**src/rtl/cv32e40px_illegal_insn_fifo_if.sv**
```systemverilog
// Event read port of the illegal-instruction capture FIFO.
// The FIFO drives valid and the head entry. The consumer drives ready.
interface cv32e40px_illegal_insn_fifo_if #(
  parameter int CNT_WIDTH = 16
);
  logic                 evt_valid_o;
  logic                 evt_ready_i;
  logic [31:0]          evt_pc_o;
  logic [31:0]          evt_instr_o;
  logic [CNT_WIDTH-1:0] evt_stamp_o;

  modport master (
    output evt_valid_o,
    output evt_pc_o,
    output evt_instr_o,
    output evt_stamp_o,
    input  evt_ready_i
  );

  modport slave (
    input  evt_valid_o,
    input  evt_pc_o,
    input  evt_instr_o,
    input  evt_stamp_o,
    output evt_ready_i
  );
endinterface

```
**src/rtl/cv32e40px_illegal_insn_fifo.sv**
```systemverilog
// Capture buffer for illegal-instruction events seen in decode.
// Each distinct event is stored as {PC, instruction, cycle stamp} in a
// first-word-fall-through circular FIFO, with saturating event and drop
// counters and a sticky overflow flag. A decode stall that holds the same
// illegal instruction produces only one event.
module cv32e40px_illegal_insn_fifo #(
  parameter int DEPTH     = 4,
  parameter int CNT_WIDTH = 16
) (
  input  logic                         clk,
  input  logic                         rst_n,
  input  logic                         clear_i,
  input  logic                         is_decoding_i,
  input  logic                         illegal_insn_dec_i,
  input  logic [31:0]                  pc_id_i,
  input  logic [31:0]                  instr_id_i,
  cv32e40px_illegal_insn_fifo_if.master evt,
  output logic [$clog2(DEPTH):0]       level_o,
  output logic                         overflow_o,
  output logic [CNT_WIDTH-1:0]         illegal_cnt_o,
  output logic [CNT_WIDTH-1:0]         drop_cnt_o
);
  localparam int AW = $clog2(DEPTH);
  localparam int LW = AW + 1;
  localparam logic [LW-1:0] FULL_LVL = LW'(DEPTH);

  logic [31:0]          r_mem_pc    [DEPTH];
  logic [31:0]          r_mem_instr [DEPTH];
  logic [CNT_WIDTH-1:0] r_mem_stamp [DEPTH];

  logic [AW-1:0]        r_wr_ptr;
  logic [AW-1:0]        r_rd_ptr;
  logic [LW-1:0]        r_level;
  logic [CNT_WIDTH-1:0] r_stamp;
  logic                 r_rep_flag;
  logic [31:0]          r_rep_pc;
  logic                 r_overflow;
  logic [CNT_WIDTH-1:0] r_illegal_cnt;
  logic [CNT_WIDTH-1:0] r_drop_cnt;

  logic w_raw;
  logic w_repeat;
  logic w_new;
  logic w_valid;
  logic w_pop;
  logic w_space;
  logic w_push;
  logic w_drop;

  // Event qualification and FIFO handshake decisions.
  always_comb begin
    w_raw    = is_decoding_i & illegal_insn_dec_i;
    w_repeat = w_raw & r_rep_flag & (pc_id_i == r_rep_pc);
    w_new    = w_raw & ~w_repeat;
    w_valid  = (r_level != '0);
    w_pop    = w_valid & evt.evt_ready_i;
    // A pop in the same cycle frees the slot the push needs, even when full.
    w_space  = (r_level < FULL_LVL) | w_pop;
    w_push   = w_new & w_space & ~clear_i;
    w_drop   = w_new & ~w_space & ~clear_i;
  end

  // Free-running stamp counter; only reset clears it, not clear_i.
  always_ff @(posedge clk or negedge rst_n) begin
    if (!rst_n) r_stamp <= '0;
    else        r_stamp <= r_stamp + CNT_WIDTH'(1);
  end

  // Repeat-suppression history: was there a raw event last cycle, and at which PC.
  always_ff @(posedge clk or negedge rst_n) begin
    if (!rst_n) begin
      r_rep_flag <= 1'b0;
      r_rep_pc   <= '0;
    end else begin
      r_rep_flag <= w_raw & ~clear_i;
      r_rep_pc   <= pc_id_i;
    end
  end

  // Pointers and occupancy.
  always_ff @(posedge clk or negedge rst_n) begin
    if (!rst_n) begin
      r_wr_ptr <= '0;
      r_rd_ptr <= '0;
      r_level  <= '0;
    end else if (clear_i) begin
      r_wr_ptr <= '0;
      r_rd_ptr <= '0;
      r_level  <= '0;
    end else begin
      if (w_push) r_wr_ptr <= r_wr_ptr + AW'(1);
      if (w_pop)  r_rd_ptr <= r_rd_ptr + AW'(1);
      case ({w_push, w_pop})
        2'b10:   r_level <= r_level + LW'(1);
        2'b01:   r_level <= r_level - LW'(1);
        default: r_level <= r_level;
      endcase
    end
  end

  // Entry storage; contents are only observed while the entry is valid.
  always_ff @(posedge clk) begin
    if (w_push) begin
      r_mem_pc[r_wr_ptr]    <= pc_id_i;
      r_mem_instr[r_wr_ptr] <= instr_id_i;
      r_mem_stamp[r_wr_ptr] <= r_stamp;
    end
  end

  // Saturating statistics and sticky overflow.
  always_ff @(posedge clk or negedge rst_n) begin
    if (!rst_n) begin
      r_illegal_cnt <= '0;
      r_drop_cnt    <= '0;
      r_overflow    <= 1'b0;
    end else if (clear_i) begin
      r_illegal_cnt <= '0;
      r_drop_cnt    <= '0;
      r_overflow    <= 1'b0;
    end else begin
      if (w_new && (r_illegal_cnt != '1)) r_illegal_cnt <= r_illegal_cnt + CNT_WIDTH'(1);
      if (w_drop) begin
        r_overflow <= 1'b1;
        if (r_drop_cnt != '1) r_drop_cnt <= r_drop_cnt + CNT_WIDTH'(1);
      end
    end
  end

  assign evt.evt_valid_o = w_valid;
  assign evt.evt_pc_o    = w_valid ? r_mem_pc[r_rd_ptr]    : '0;
  assign evt.evt_instr_o = w_valid ? r_mem_instr[r_rd_ptr] : '0;
  assign evt.evt_stamp_o = w_valid ? r_mem_stamp[r_rd_ptr] : '0;
  assign level_o         = r_level;
  assign overflow_o      = r_overflow;
  assign illegal_cnt_o   = r_illegal_cnt;
  assign drop_cnt_o      = r_drop_cnt;
endmodule

```
**src/flat_wrapper.sv**
```systemverilog
// flat-port wrapper written by rule: the top's interface ports become plain ports
module cv32e40px_illegal_insn_fifo_flat 
#(
  parameter int DEPTH     = 4,
  parameter int CNT_WIDTH = 16
)
  (clk, rst_n, clear_i, is_decoding_i, illegal_insn_dec_i, pc_id_i, instr_id_i, level_o, overflow_o, illegal_cnt_o, drop_cnt_o, evt_evt_valid_o, evt_evt_pc_o, evt_evt_instr_o, evt_evt_stamp_o, evt_evt_ready_i);
  cv32e40px_illegal_insn_fifo_if #(.CNT_WIDTH(CNT_WIDTH)) evt_i ();
  input  logic clk;
  input  logic rst_n;
  input  logic clear_i;
  input  logic is_decoding_i;
  input  logic illegal_insn_dec_i;
  input  logic [31:0] pc_id_i;
  input  logic [31:0] instr_id_i;
  output logic [$clog2(DEPTH):0] level_o;
  output logic overflow_o;
  output logic [CNT_WIDTH-1:0] illegal_cnt_o;
  output logic [CNT_WIDTH-1:0] drop_cnt_o;
  output wire logic [$bits(evt_i.evt_valid_o)-1:0] evt_evt_valid_o;
  output wire logic [$bits(evt_i.evt_pc_o)-1:0] evt_evt_pc_o;
  output wire logic [$bits(evt_i.evt_instr_o)-1:0] evt_evt_instr_o;
  output wire logic [$bits(evt_i.evt_stamp_o)-1:0] evt_evt_stamp_o;
  input wire logic [$bits(evt_i.evt_ready_i)-1:0] evt_evt_ready_i;
  assign evt_evt_valid_o = evt_i.evt_valid_o;
  assign evt_evt_pc_o = evt_i.evt_pc_o;
  assign evt_evt_instr_o = evt_i.evt_instr_o;
  assign evt_evt_stamp_o = evt_i.evt_stamp_o;
  assign evt_i.evt_ready_i = evt_evt_ready_i;
  cv32e40px_illegal_insn_fifo #(.DEPTH(DEPTH), .CNT_WIDTH(CNT_WIDTH)) u_core (.clk(clk), .rst_n(rst_n), .clear_i(clear_i), .is_decoding_i(is_decoding_i), .illegal_insn_dec_i(illegal_insn_dec_i), .pc_id_i(pc_id_i), .instr_id_i(instr_id_i), .evt(evt_i), .level_o(level_o), .overflow_o(overflow_o), .illegal_cnt_o(illegal_cnt_o), .drop_cnt_o(drop_cnt_o));
endmodule
```
**config.mk**
```make
export PLATFORM = sky130hd
export DESIGN_NAME = cv32e40px_illegal_insn_fifo_flat
export DESIGN_NICKNAME = d
export VERILOG_FILES = /design/src/rtl/cv32e40px_illegal_insn_fifo_if.sv /design/src/rtl/cv32e40px_illegal_insn_fifo.sv /design/src/flat_wrapper.sv
export SDC_FILE = /design/constraint.sdc
export NUM_CORES = 1
export LEC_CHECK = 0
export CAP_MARGIN = 0
export CORE_ASPECT_RATIO = 1.4
export CORE_UTILIZATION = 55
export CTS_BUF_LIST = sky130_fd_sc_hd__clkbuf_8
export DETAILED_ROUTE_END_ITERATION = 7
export PLACE_DENSITY = 0.75
export SLEW_MARGIN = 5
export SYNTH_ARGS = -nofsm -noshare
export SYNTH_HDL_FRONTEND = slang
export SYNTH_SLANG_ARGS = --single-unit
```
**constraint.sdc**
```tcl
create_clock -name clk -period 4.8 [get_ports clk]
set_clock_uncertainty 0.05 [all_clocks]
set_input_delay 0.48 -clock clk [delete_from_list [all_inputs] [get_ports clk]]
set_output_delay 0.48 -clock clk [all_outputs]
set_load 0.005 [all_outputs]
```
==> impl_results.md, run 1 <==
* Status: finished, final reports clean
* Mapped Nets at 1018
* Flop2flop setup slack at 1.61 ns
* Pwr dens at roughly 370 mW/mm^2
* Starting density of the core at 56.3%
* Fill count at 2011
* RSZ-0062 raised after global routing: no
* Fin. max-slew vios at 0
* YS warnings at 0
* First-pass GRT wire length at 51700 um
* Post-route minimum period at between 3 and 4 ns
* Worst-Margin Slew at 0.854 ns
* Vias after detailed routing at 9010
* Worst Hold End: u_core.r_rep_pc[21]
* Wirelength per Cell at 20.5 um
* CTS tree: yes
* Data arrival, critical path at 3.19 ns
* Multi-input logic area at 0.00450 sq mm
* Largest net degree at the start of global routing at 59
* Commonest cells after routing, fill and taps aside: 320 x edfxtp_1, 184 x clkdlybuf4s50_1, 87 x dfrtp_1, 82 x and2_1, 80 x mux4_2
* Cell Rows at 74
* R2r worst-path depth at 10
* Maximum VDD drop at 0.220 mV
* Hold_ws at 0.402 ns
* Post-synth EDFFs at 320
* Register area at 0.0118 sq mm
* CTS resizes at 0
* Clk slew on worst S/H paths at 0.07 ns
* Io pins at 187
* Fin util at 68.2%
* Initial antenna violation count at 3
* Worst skew pair latency at 0.61 ns
* DR pass1 iterations at 5
* Ranking of synthesized cells by area: edfxtp_1 58%, dfrtp_1 13%, mux4_2 11%
* Clock root cell: clkbuf_8
* Vias in the first global route at 9408
* Post-synth top area share at 57.9%
* Routability cong. at 0.765
* Final hold violation count at 0
* Drt via density at 5.68
* Crit path kind: reg2out
* Fmax at 0.269 GHz
* Core Area at 0.0294 sq mm
* Width of the die at 149 um
* Hpwl dp at between 15000 and 20000 um
* DRT iter0 DRCs at 558
* GRT Total Usage at a little over a fifth
* Setup violators final at 0
* Sink Count at roughly 410
* Register area share after synthesis at 71.4%
* Min-delay worst type: in2reg
* Die area at 0.0309 sq mm
* Max_cap viols at 0
* Max-slew headroom at 42.9%
* Detail Route Antenna Nets at 0
* Final Cycle Share at 77.4%
* Cell variety after synth at 50
* Commonest non-fill, non-tap cell in the layout: edfxtp_1
* Final WL at 32600 um
* Critical path data required time at approximately 4.3 ns
* Pleak at 0.00685 uW
* Drt drc at 0
* Gate Count Post-Synth at 940
* Register bit total from synthesis at about 410
* Hold Startpoint: pc_id_i[21]
* CP Capture Type: output port
* Worst r2r src: u_core.r_rep_pc[1]
* Final setup TNS at 0 ns
* Mapped cell area at 0.0166 sq mm
* CP max FO at 29
* Total design power at 7340 uW
* Num CTS Buffers at 58
* Clock Tree Buf Depth at 3
* Hold Path Cell Cnt at 1
* Port buffer count at approximately 190
* Cell taking the most area after synthesis: edfxtp_1
* Reg-to-Reg End: u_core.level_o[1]
* Share of layout cells above drive strength 1 at 17.5%
* Top_reg_cell synth: edfxtp_1
* GRT overflow at 0
* Layout area overhead at 21.1%
* CTS H-Tree Depth at 2
* Die height at approximately 210 um
* Asr flop ratio synth at 21.8%
* Mean Syn Cell Area at 17.6 sq um
* Nets at 1232
* Startpoint Class: register
==> layout make-up <==
type | instances | area share (%)
inverter | 5 | 0.0935
timing repair buffer | 205 | 10.3
multi-input combinational | 475 | 22.4
antenna | 3 | 0.0374
clock buffer | 63 | 4.32
tap | 380 | 2.37
sequential | 409 | 59.0
clock inverter | 47 | 1.45
==> routing by layer <==
metal  track usage (%)  vias up  wire length, um
met4              5.91        0              579
met2              37.3      235            16800
met3              4.73       46             1770
met1              28.5     4620            13500
li1                  -     4109                -
met5                 0        -                0
==> sequential cells by signal, summed over array words and instances, names as in the netlist <==
register and count:
u_core.r_mem_instr 128, u_core.r_mem_pc 128, u_core.r_mem_stamp 64, u_core.r_rep_pc 32
u_core.drop_cnt_o 16, u_core.illegal_cnt_o 16, u_core.r_stamp 16, u_core.level_o 3
u_core.r_rd_ptr 2, u_core.r_wr_ptr 2, u_core.overflow_o 1, u_core.r_rep_flag 1
==> critical path, cell delays in order, from the launching register on <==
cell and delay, ns:
dfrtp_4 0.84, buf_4 0.53, mux4_2 0.57, and2_1 0.18
clkdlybuf4s50_1 0.44
==> synthesized netlist by cell type (all sizes together), types with 6 or more instances <==
library cell  number
ha                 7
and3b              6
nor4               9
xnor2             37
nor2b             15
nor3              19
buf               20
mux2              16
or4               17
edfxtp           320
nand3             21
and2              82
mux4              80
o31ai             16
nor2              30
xor2              11
dfrtp             89
nand4             23
nand2             26
and4               6
clkbuf            31
a21oi             22
==> report_power, final <==
group	internal [uW]	switching [uW]	leakage, uW
clock network	1380	1290	0.000646
registers	3870	48.0	0.00412
logic	423	324	0.00208
total	5680	1660	0.00685
==> cell families (layout without fill, tap and decap cells) <==
logic type	count (synthesis)	count (layout)	share of synthesized area, %
XOR/XNOR	48	48	2.54
buffers and inverters	56	320	1.59
AO/OA/AOI/OAI	50	50	1.98
adder cells (fa/ha/maj)	8	8	0.649
AND/OR/NAND/NOR	270	270	9.73
other	0	3	0
multiplexers	99	99	12.1
flip-flops	409	409	71.4
==> worst max path at each step <==
stage,start,endpoint
final,u_core.r_rd_ptr[0],evt_evt_pc_o[3]
after global routing,u_core.r_rd_ptr[0],evt_evt_instr_o[26]
after CTS,u_core.r_rd_ptr[0],evt_evt_pc_o[3]
after detailed placement,pc_id_i[1],u_core.level_o[1]
after global placement,pc_id_i[31],u_core.level_o[1]
after floorplan,pc_id_i[31],u_core.r_mem_instr[0][0]
==> per-stage QoR <==
stage,worst slack (ns),area [sq um],cells
after global routing,0.854,20100,1585
after floorplan,0.820,16600,940
after CTS,0.976,20100,1584
final,1.08,20100,1587
after global placement,1.14,18900,1473
after detailed placement,0.923,18900,1473
==> what timing repair did <==
item | 4_1_cts | 5_1_grt
hold buffers | 1 | 0
setup buffers | 0 | 0
endpoints found under the hold margin | 51 | 0
No activity file was read; power rests on OpenSTA's default activity.
==> inputs of run 2 (changes only) <==
- CORE_UTILIZATION: 55 -> 53
- PLACE_DENSITY: 0.75 -> 0.76
- clock period: 4.8 -> 3.1 ns (I/O delays scaled with it)
==> impl_results.md, run 2 (same netlist as run 1, synthesis figures left out) <==
* Cell Rows at 76 (was 74)
* DR pass1 iterations at 4 (was 5)
* Hpwl dp at 20100 um (was 19500 um)
* Nets at 1276 (was 1232)
* Max_cap viols at 0 (unchanged)
* Slowest cell on crit path: or3_2 (was dfrtp_4)
* Wirelength per Cell at 20.2 um (was 20.5 um)
* Commonest non-fill, non-tap cell in the layout: edfxtp_1 (unchanged)
* GRT overflow at 0 (unchanged)
* Critical Path Stages at 4 (unchanged)
* Min-delay worst type: in2async (was in2reg)
* Buf/Inv on CP at 2 (unchanged)
* Clock root cell: clkbuf_8 (unchanged)
* GRT Total Usage at 21.2% (was 21.9%)
* Final WL at 33000 um (was 32600 um)
* Crit path kind: reg2out (unchanged)
* Fin. max-slew vios at 0 (unchanged)
* Starting density of the core at 53.8% (was 56.3%)
* Port buffer count at 186 (unchanged)
* Status: finished, final reports clean (unchanged)
* Worst skew pair latency at 0.61 ns (about the same)
* Biggest registers after layout: u_core.r_mem_instr: 128 flops, u_core.r_mem_pc: 128 flops, u_core.r_mem_stamp: 64 flops (unchanged)
* Worst r2r src: u_core.r_rep_pc[17] (was u_core.r_rep_pc[1])
* Num CTS Buffers at 57 (was 58)
* Commonest cells after routing, fill and taps aside: 320 x edfxtp_1, 184 x clkdlybuf4s50_1, 87 x dfrtp_1, 82 x and2_1, 80 x mux4_2 (unchanged)
* Reg-to-Reg End: u_core.level_o[1] (unchanged)
* Vias after detailed routing at 9128 (was 9010)
* DRT iter0 DRCs at 438 (was 558)
* Width of the die at 151 um (was 149 um)
* R2r worst-path depth at 10 (unchanged)
* Final hold violation count at 0 (unchanged)
* Core Area at 0.0308 sq mm (was 0.0294 sq mm)
* Fmax at between 0.3 and 0.4 GHz
* Clock Tree Buf Depth at 3 (unchanged)
* Sink Count at 409 (unchanged)
* Initial antenna violation count at 4 (was 3)
* Io pins at 187 (unchanged)
* Hold_ws at 0.209 ns (was 0.402 ns)
* Critical path data required time at 2.74 ns (was 4.27 ns)
* Routability cong. at 0.810 (was 0.765)
* Die height at 211 um (was 207 um)
* Detail Route Antenna Nets at 0 (unchanged)
* Die area at 0.0320 sq mm (was 0.0309 sq mm)
* Data arrival, critical path at 2.62 ns (was 3.19 ns)
* Fill count at 2124 (was 2011)
* Startpoint Class: register (unchanged)
* Final Cycle Share at a little over nine tenths
* Pwr dens at 554 mW/mm^2 (was 366 mW/mm^2)
* CTS tree: yes (unchanged)
* Layout area overhead at 23.7% (was 21.1%)
* Drt drc at 0 (unchanged)
* Largest net degree at the start of global routing at 85 (was 59)
* RSZ-0062 raised after global routing: no (unchanged)
* Clk slew on worst S/H paths at 0.07 ns (about the same)
* Worst path max stage delay at 0.58 ns (was 0.84 ns)
* Post-route minimum period at roughly 3.0 ns
* Share of layout cells above drive strength 1 at 20.1% (was 17.5%)
* Vias in the first global route at 9495 (was 9408)
* Top Family by Delay on Critical Path: simple AND/OR/NAND/NOR gates (was buffers and inverters)
* CP Capture Type: output port (unchanged)
* Crit path cell chain: or3_2 > buf_12 > and2_1 > clkdlybuf4s50_1 (was buf_4 > mux4_2 > and2_1 > clkdlybuf4s50_1)
* Pleak at 0.00710 uW (was 0.00685 uW)
* Total design power at 11400 uW (was 7340 uW)
* CP max FO at 84 (was 29)
* Setup violators final at 0 (unchanged)
* Flop2flop setup slack at 0.18 ns (was 1.61 ns)
* Drt via density at 5.57 (was 5.68)
* Maximum VDD drop at 0.323 mV (was 0.220 mV)
* Worst-Margin Slew at 0.873 ns (was 0.854 ns)
* First-pass GRT wire length at 51200 um (was 51700 um)
* Max-slew headroom at 41.7% (was 42.9%)
* CTS H-Tree Depth at 2 (unchanged)
-- run 2: cell types whose count changed in the layout (fill, tap and decap cells not counted), moves of 3 or more --
cell      delta
buf_12       +7
buf_4       +37
clkbuf_8     +3
clkinv_2     -8
inv_1        +4
-- run 2: area by class of cell --
cell class	count	area [sq um]	share of cell area, %
clock inverter	42	230	1.12
antenna	1	2.50	0.0122
tap	390	488	2.38
multi-input combinational	475	4510	22.0
inverter	5	18.8	0.0915
timing repair buffer	250	2500	12.2
sequential	409	11800	57.8
clock buffer	66	908	4.43
-- run 2: repair_timing --
| item | 4_1_cts | 5_1_grt |
|---|---|---|
| endpoints found under the setup margin | 61 | 1 |
| hold buffers | 1 | 0 |
| endpoints found under the hold margin | 42 | 0 |
| pin swaps | 0 | 0 |
| setup buffers | 2 | 0 |
| gates resized for setup | 1 | 2 |
-- run 2: where the power goes --
part,switching [uW],internal [uW]
registers,42.6,6000
logic,546,712
clock network,1940,2110
total,2530,8820
-- run 2: worst max path at each step --
stage	start	to	slack (ns)
global route	u_core.r_rep_pc[17]	u_core.level_o[1]	0.002
finish	u_core.level_o[1]	evt_evt_pc_o[8]	0.12
floorplan	u_core.r_rep_pc[31]	u_core.r_mem_instr[0][0]	0.14
detailed placement	pc_id_i[17]	u_core.level_o[1]	-0.29
global placement	pc_id_i[2]	u_core.level_o[1]	-0.19
CTS	u_core.r_rd_ptr[0]	evt_evt_pc_o[1]	0.05
-- run 2: per-layer routing --
metal,vias up,track usage [%],share of wire (%)
li1,4209,-,-
met1,4609,27.1,40
met2,247,35.9,51
met3,57,4.83,6.3
met4,6,6.28,1.9
met5,-,0,0.12
-- run 2: stage by stage --
step	setup TNS, ns	cells	utilization [%]	instance area [sq um]	worst slack (ns)
2_1_floorplan	0	940	-	16600	0.145
3_3_place_gp	-0.210	1526	62.7	19300	-0.191
3_5_place_dp	-0.397	1526	62.7	19300	-0.292
4_1_cts	0	1637	66.5	20500	0.0506
5_1_grt	0	1637	66.6	20500	0.00199
6_report	0	1638	66.6	20500	0.121
